### src/rtl/cpu_sram_bridge.sv
// Bridges the pipeline's instruction and data SRAM ports onto one valid/ready memory bus.
// Data goes first, then instruction; the pipeline is stalled until both complete.
module cpu_sram_bridge #(
    parameter int ADDR_WD = 64,
    parameter int DATA_WD = 64
) (
    input  logic                 clk,
    input  logic                 rst,
    input  logic                 inst_sram_en,
    input  logic [DATA_WD/8-1:0] inst_sram_we,
    input  logic [ADDR_WD-1:0]   inst_sram_addr,
    input  logic [DATA_WD-1:0]   inst_sram_wdata,
    output logic [DATA_WD-1:0]   inst_sram_rdata,
    input  logic                 data_sram_en,
    input  logic [DATA_WD/8-1:0] data_sram_we,
    input  logic [ADDR_WD-1:0]   data_sram_addr,
    input  logic [DATA_WD-1:0]   data_sram_wdata,
    output logic [DATA_WD-1:0]   data_sram_rdata,
    output logic                 stallreq_axi,
    output logic                 mem_req,
    output logic [DATA_WD/8-1:0] mem_we,
    output logic [ADDR_WD-1:0]   mem_addr,
    output logic [DATA_WD-1:0]   mem_wdata,
    input  logic                 mem_ready,
    input  logic                 mem_rvalid,
    input  logic [DATA_WD-1:0]   mem_rdata
);

    localparam int STRB_WD = DATA_WD / 8;

    typedef enum logic [2:0] {
        IDLE   = 3'd0,
        D_REQ  = 3'd1,
        D_WAIT = 3'd2,
        I_REQ  = 3'd3,
        I_WAIT = 3'd4,
        DONE   = 3'd5
    } state_t;

    state_t               state_r;
    state_t               state_s;
    logic                 inst_en_r;
    logic [ADDR_WD-1:0]   inst_addr_r;
    logic                 data_en_r;
    logic [STRB_WD-1:0]   data_we_r;
    logic [ADDR_WD-1:0]   data_addr_r;
    logic [DATA_WD-1:0]   data_wdata_r;
    logic [DATA_WD-1:0]   inst_buf_r;
    logic [DATA_WD-1:0]   data_buf_r;
    logic [DATA_WD-1:0]   inst_rdata_r;
    logic [DATA_WD-1:0]   data_rdata_r;
    logic                 req_any_s;
    logic                 data_write_s;
    logic                 unused_s;

    assign req_any_s       = inst_sram_en | data_sram_en;
    assign data_write_s    = (data_we_r != {STRB_WD{1'b0}});
    assign inst_sram_rdata = inst_rdata_r;
    assign data_sram_rdata = data_rdata_r;
    // Instruction port is read-only; its write-side inputs carry no meaning here.
    assign unused_s        = ^{inst_sram_we, inst_sram_wdata};

    // State register.
    always_ff @(posedge clk or posedge rst) begin
        if (rst) begin
            state_r <= IDLE;
        end else begin
            state_r <= state_s;
        end
    end

    // Next-state logic and backing-bus drive; bus fields are zero whenever no request is valid.
    always_comb begin
        state_s   = state_r;
        mem_req   = 1'b0;
        mem_we    = {STRB_WD{1'b0}};
        mem_addr  = {ADDR_WD{1'b0}};
        mem_wdata = {DATA_WD{1'b0}};
        case (state_r)
            IDLE: begin
                if (req_any_s) begin
                    state_s = data_sram_en ? D_REQ : I_REQ;
                end else begin
                    state_s = IDLE;
                end
            end
            D_REQ: begin
                mem_req   = 1'b1;
                mem_we    = data_we_r;
                mem_addr  = data_addr_r;
                mem_wdata = data_wdata_r;
                if (!mem_ready) begin
                    state_s = D_REQ;
                end else if (data_write_s) begin
                    state_s = inst_en_r ? I_REQ : DONE;
                end else begin
                    state_s = D_WAIT;
                end
            end
            D_WAIT: begin
                if (mem_rvalid) begin
                    state_s = inst_en_r ? I_REQ : DONE;
                end else begin
                    state_s = D_WAIT;
                end
            end
            I_REQ: begin
                mem_req  = 1'b1;
                mem_addr = inst_addr_r;
                if (mem_ready) begin
                    state_s = I_WAIT;
                end else begin
                    state_s = I_REQ;
                end
            end
            I_WAIT: begin
                if (mem_rvalid) begin
                    state_s = DONE;
                end else begin
                    state_s = I_WAIT;
                end
            end
            DONE: begin
                state_s = IDLE;
            end
            default: begin
                state_s = IDLE;
            end
        endcase
    end

    // Pipeline hold: raised combinationally by a fresh request in IDLE, released only in DONE.
    always_comb begin
        stallreq_axi = 1'b0;
        if (rst) begin
            stallreq_axi = 1'b0;
        end else if (state_r == IDLE) begin
            stallreq_axi = req_any_s;
        end else if (state_r == DONE) begin
            stallreq_axi = 1'b0;
        end else begin
            stallreq_axi = 1'b1;
        end
    end

    // Request capture; only IDLE latches, so the stale request seen during DONE is not re-taken.
    always_ff @(posedge clk or posedge rst) begin
        if (rst) begin
            inst_en_r    <= 1'b0;
            inst_addr_r  <= {ADDR_WD{1'b0}};
            data_en_r    <= 1'b0;
            data_we_r    <= {STRB_WD{1'b0}};
            data_addr_r  <= {ADDR_WD{1'b0}};
            data_wdata_r <= {DATA_WD{1'b0}};
        end else if ((state_r == IDLE) && req_any_s) begin
            inst_en_r    <= inst_sram_en;
            inst_addr_r  <= inst_sram_addr;
            data_en_r    <= data_sram_en;
            data_we_r    <= data_sram_we;
            data_addr_r  <= data_sram_addr;
            data_wdata_r <= data_sram_wdata;
        end else begin
            inst_en_r    <= inst_en_r;
            inst_addr_r  <= inst_addr_r;
            data_en_r    <= data_en_r;
            data_we_r    <= data_we_r;
            data_addr_r  <= data_addr_r;
            data_wdata_r <= data_wdata_r;
        end
    end

    // Response buffers; rvalid is only honoured in the matching wait state.
    always_ff @(posedge clk or posedge rst) begin
        if (rst) begin
            inst_buf_r <= {DATA_WD{1'b0}};
            data_buf_r <= {DATA_WD{1'b0}};
        end else begin
            if ((state_r == D_WAIT) && mem_rvalid) begin
                data_buf_r <= mem_rdata;
            end
            if ((state_r == I_WAIT) && mem_rvalid) begin
                inst_buf_r <= mem_rdata;
            end
        end
    end

    // Output data registers move only at the end of DONE so stalled stages see steady values.
    always_ff @(posedge clk or posedge rst) begin
        if (rst) begin
            inst_rdata_r <= {DATA_WD{1'b0}};
            data_rdata_r <= {DATA_WD{1'b0}};
        end else if (state_r == DONE) begin
            if (inst_en_r) begin
                inst_rdata_r <= inst_buf_r;
            end
            if (data_en_r && !data_write_s) begin
                data_rdata_r <= data_buf_r;
            end
        end
    end

endmodule

### config.mk
export PLATFORM = sky130hd
export DESIGN_NAME = cpu_sram_bridge
export DESIGN_NICKNAME = d
export VERILOG_FILES = /design/src/rtl/cpu_sram_bridge.sv
export SDC_FILE = /design/constraint.sdc
export NUM_CORES = 1
export LEC_CHECK = 0
export CAP_MARGIN = 20
export CORE_AREA = 3 3 232 234
export DETAILED_ROUTE_END_ITERATION = 16
export DIE_AREA = 0 0 235 237
export GPL_TIMING_DRIVEN = 0
export HOLD_SLACK_MARGIN = 0.02
export SKIP_CTS_REPAIR_TIMING = 1
export SYNTH_ARGS = -nofsm -noshare
export SYNTH_HDL_FRONTEND = slang
export SYNTH_SLANG_ARGS = --single-unit
### constraint.sdc
create_clock -name clk -period 54.9 [get_ports clk]
set_clock_uncertainty 0.15 [all_clocks]
set_input_delay 13.725 -clock clk [delete_from_list [all_inputs] [get_ports clk]]
set_output_delay 13.725 -clock clk [all_outputs]
set_load 0.1 [all_outputs]
---- Word-level counts from Yosys, hierarchy flattened ----
Cells that the tools add are included.
storage, ports and cells
  flip-flop bits (word level) ............. 461
  word-level logic and storage cells ...... 43
cells by class
  muxes and demuxes ....................... 16
  reductions and logical operators ........ 10
  bitwise logic cells ..................... 1
  eq/ne operators ......................... 5
operators with widths
  cell                                                              count
  64-bit case mux with 2 select lines                               1
  64-bit 2-to-1 mux                                                 1
  3-bit 2-to-1 mux                                                  5
  3-bit case mux with 5 select lines                                1
  8-bit 2-to-1 mux                                                  1
  8-bit nonzero test                                                1
  3-bit by 2-bit == test with 1-bit output (second input constant)  2
  3-bit == test (second input constant)                             2
  1-bit 2-to-1 mux                                                  5
  1-bit logical AND                                                 4
  2-bit 2-to-1 mux                                                  2
  2-bit AND reduction                                               2
  3-bit by 1-bit == test with 1-bit output (second input constant)  1
  3-bit zero test                                                   1
  2-bit OR reduction                                                1
  1-bit zero test                                                   1
  1-bit bitwise OR                                                  1

---- Logic depth before layout (Yosys ltp) ----
  word-level depth ........................ 4
  depth in mapped cells ................... 6

---- Worst setup path after synthesis ----
Ideal clock, no wire load.
  path kind ............................... input port to output port
  from .................................... input port rst
  to ...................................... output port stallreq_axi
  buffers on the path ..................... 0
  data required time ...................... 41025 ps
  setup slack ............................. 16505 ps
  data arrival time ....................... 24520 ps
  cell stages on the path ................. 2
  cell sequence ........................... inv_1 > o21a_1
on the way
  word-level cells in the longest chain between the ends .. 1
RTL lines
  item              RTL line  RTL
  start, declared   8         input logic rst,
  1-bit 2-to-1 mux  135       if (rst) begin
  end, declared     19        output logic stallreq_axi,
Every way passes these cells.

---- Final worst setup path ----
Ends and elaborated chain as after synthesis.

==> results.yml <==
outcome:
  status: "finished, final reports clean"
sta:
  worst_pin_slew_ns: 1.10
  fin_setup_tns_ns: 0
  rsz0062_at_grt: "false"
  layout_min_cycle_time_ns: 30.22
  max_freq_ghz: 0.0331
  slew_viol_final: 0
  hold_viol: 0
  setup_violations: 0
  final.period_utilization: 0.551
  slew_headroom: 0.261
yosys:
  syn-num-nets: 1509
  ys_types: 32
  syn_inst: 1167
  synth_fa_ha_area_frac: 0
  avgSynthCellArea_um2: 15.8
  netlist_area_um2: 18500
  netlist.top_cell.by_area: "dfrtp_1"
  synth_top_family_by_area: "multiplexers"
  synth.area.mux_share: 0.278
  synthSimpleGateAreaFrac: 0.0348
  synth_xor_area_frac: 0.000474
  synth_seq_cells: 461
  synth_area_leaders: "dfrtp_1 (62%), mux2_2 (24%), mux2_1 (3.7%)"
  synth-compound-area-share: 0.0352
  yosysWarnings: 0
  ys_seq_area_frac: 0.625
  async_reset_ff_frac: 1.00
  synth_ff_type: "dfrtp_1"
  synth_top_area_frac: 0.625
  synth_enable_flop_cells: 0
worst_setup_path:
  crit_path_max_incr_delay_ns: 1.16
  critPathBufInv: 4
  cp_slowest_cell: "clkdlybuf4s50_1"
  required_ns: 41.03
  crit_path_frequent_cell: "clkdlybuf4s50_1"
  startpoint_type: "input port"
  path_cells: "clkdlybuf4s50_1 -> inv_8 -> buf_16 -> o21a_1 -> clkdlybuf4s50_1"
  crit_family: "buffers and inverters"
  cp_max_fo: 81
  cp_data_arrival_time_ns: 16.35
  worstSetupEndpointType: "primary output"
  crit_type: "input port to primary output"
grt:
  grt.overflow.total: 0
  grt_pass1_wl_um: 81000
  grt_antenna_before_repair: 2
  track_usage: 0.189
  grt_max_degree: 135
  grt_pass1_vias: 12883
place:
  detailed_place_hpwl_um: 40200
  port_buffers: 535
  gp_congestion: 0.821
drt:
  vias: 11829
  drc: 0
  wl_per_cell_um: 21.4
  drt_first_pass_iters: 4
  dr.first_iter.drc_count: 332
  ant_nets: 0
  vias_per_cell: 4.75
  routed_wl_um: 53300
floorplanning:
  die_h_um: 237
  die_area_um2: 55700
  start_util: 0.353
  core-area_um2: 52200
  io_pins: 608
  num_rows: 84
  die-width_um: 235
finish:
  n_fill_cell: 4516
  drive_above_1_share: 0.303
  multi_input_comb_area_um2: 6430
  final_nets: 2101
  final_cell_mix: "clkdlybuf4s50_1 (535), dfrtp_1 (461), mux2_2 (396), and2_1 (73), a22o_1 (67)"
  final_common_cell: "clkdlybuf4s50_1"
  seqCellArea_um2: 11500
  area_growth_pct: 43.6
job:
  maxCapViolations: 0
clock_tree:
  cts_buffers: 51
  cts.sink_count: 461
  worstSkewPairLatency_ns: 0.58
  cts_tree: "done"
  cts.htree.levels: 2
  root_buffer: "clkbuf_16"
  clk_path_buf_depth: 3
  cts.clk_slew.worst_paths_ns: 0.06
min_path:
  hp-class: "register to register"
## synthesized netlist by cell type (2+ instances only)
master      n
a21oi_1     2
a221o_1     2
a22o_1     67
and2_1     73
buf_1       4
buf_2      34
buf_6      22
clkbuf_1   13
dfrtp_1   461
inv_1       3
mux2_1     60
mux2_2    396
nand2_1     4
nand3b_1    2
nor2_1      3
nor2b_1     2
nor3b_1     3
nor4_4      2
## stage by stage
step           hold WS (ns)  instances  utilization  setup slack (ns)  area [µm²]
2_1_floorplan         0.304       1167            -             16.51       18500
3_3_place_gp          0.311       2390        0.472             11.63       24700
3_5_place_dp          0.320       2394        0.475             24.62       24800
4_1_cts               0.333       2487        0.508             24.62       26500
5_1_grt               0.344       2488        0.508             24.48       26500
6_report              0.330       2488        0.508             24.68       26500
## routing by layer
metal / global-route usage / vias up / part of all wire / wire [µm]
met5: 0 / - / 0.00019 / 10
met1: 0.231 / 6065 / 0.41 / 21800
met2: 0.321 / 341 / 0.49 / 26300
met4: 0.0480 / 2 / 0.017 / 929
met3: 0.0667 / 62 / 0.080 / 4290
li1: - / 5359 / - / -
## final cells by class
class                   count  area share
well taps                 688      0.0325
clock buffers              72      0.0556
plain buffers              73      0.0182
inverters                   3    0.000708
clock inverters            21     0.00915
flip-flops and latches    461       0.435
diodes                      1   0.0000944
repair buffers            539       0.206
multi-input cells         630       0.243
## cell families after synthesis
logic type	count (synthesis)
flip-flops	461
multiplexers	456
AND/OR/NAND/NOR	98
buffers and inverters	76
AO/OA/AOI/OAI	75
XOR/XNOR	1
## final timing paths
path | startpoint | end | slack [ns] | cells past startpoint
worst max-delay path | rst | stallreq_axi | 24.68 | 5
worst min-delay path | data_buf_r[50]$_DFFE_PP0P_ | data_sram_rdata[50]$_DFFE_PP0P_ | 0.33 | 1
worst max register to register | data_we_r[4]$_DFFE_PP0P_ | data_sram_rdata[11]$_DFFE_PP0P_ | 52.50 | 4
worst min register to register | data_buf_r[50]$_DFFE_PP0P_ | data_sram_rdata[50]$_DFFE_PP0P_ | 0.33 | 1
max in group asynchronous | rst | inst_buf_r[26]$_DFFE_PP0P_ | 39.75 | 4
min in group asynchronous | rst | inst_addr_r[39]$_DFFE_PP0P_ | 13.41 | 2
## sequential cells by signal, summed over array words and instances, names as in the netlist
name and cells:
data_addr_r 64, data_buf_r 64, data_en_r 1, data_sram_rdata 64
data_wdata_r 64, data_we_r 8, inst_addr_r 64, inst_buf_r 64
inst_en_r 1, inst_sram_rdata 64, state_r 3
Power is not shown: default switching activity piles up to over one toggle a cycle in this logic, so the estimate is an artifact.
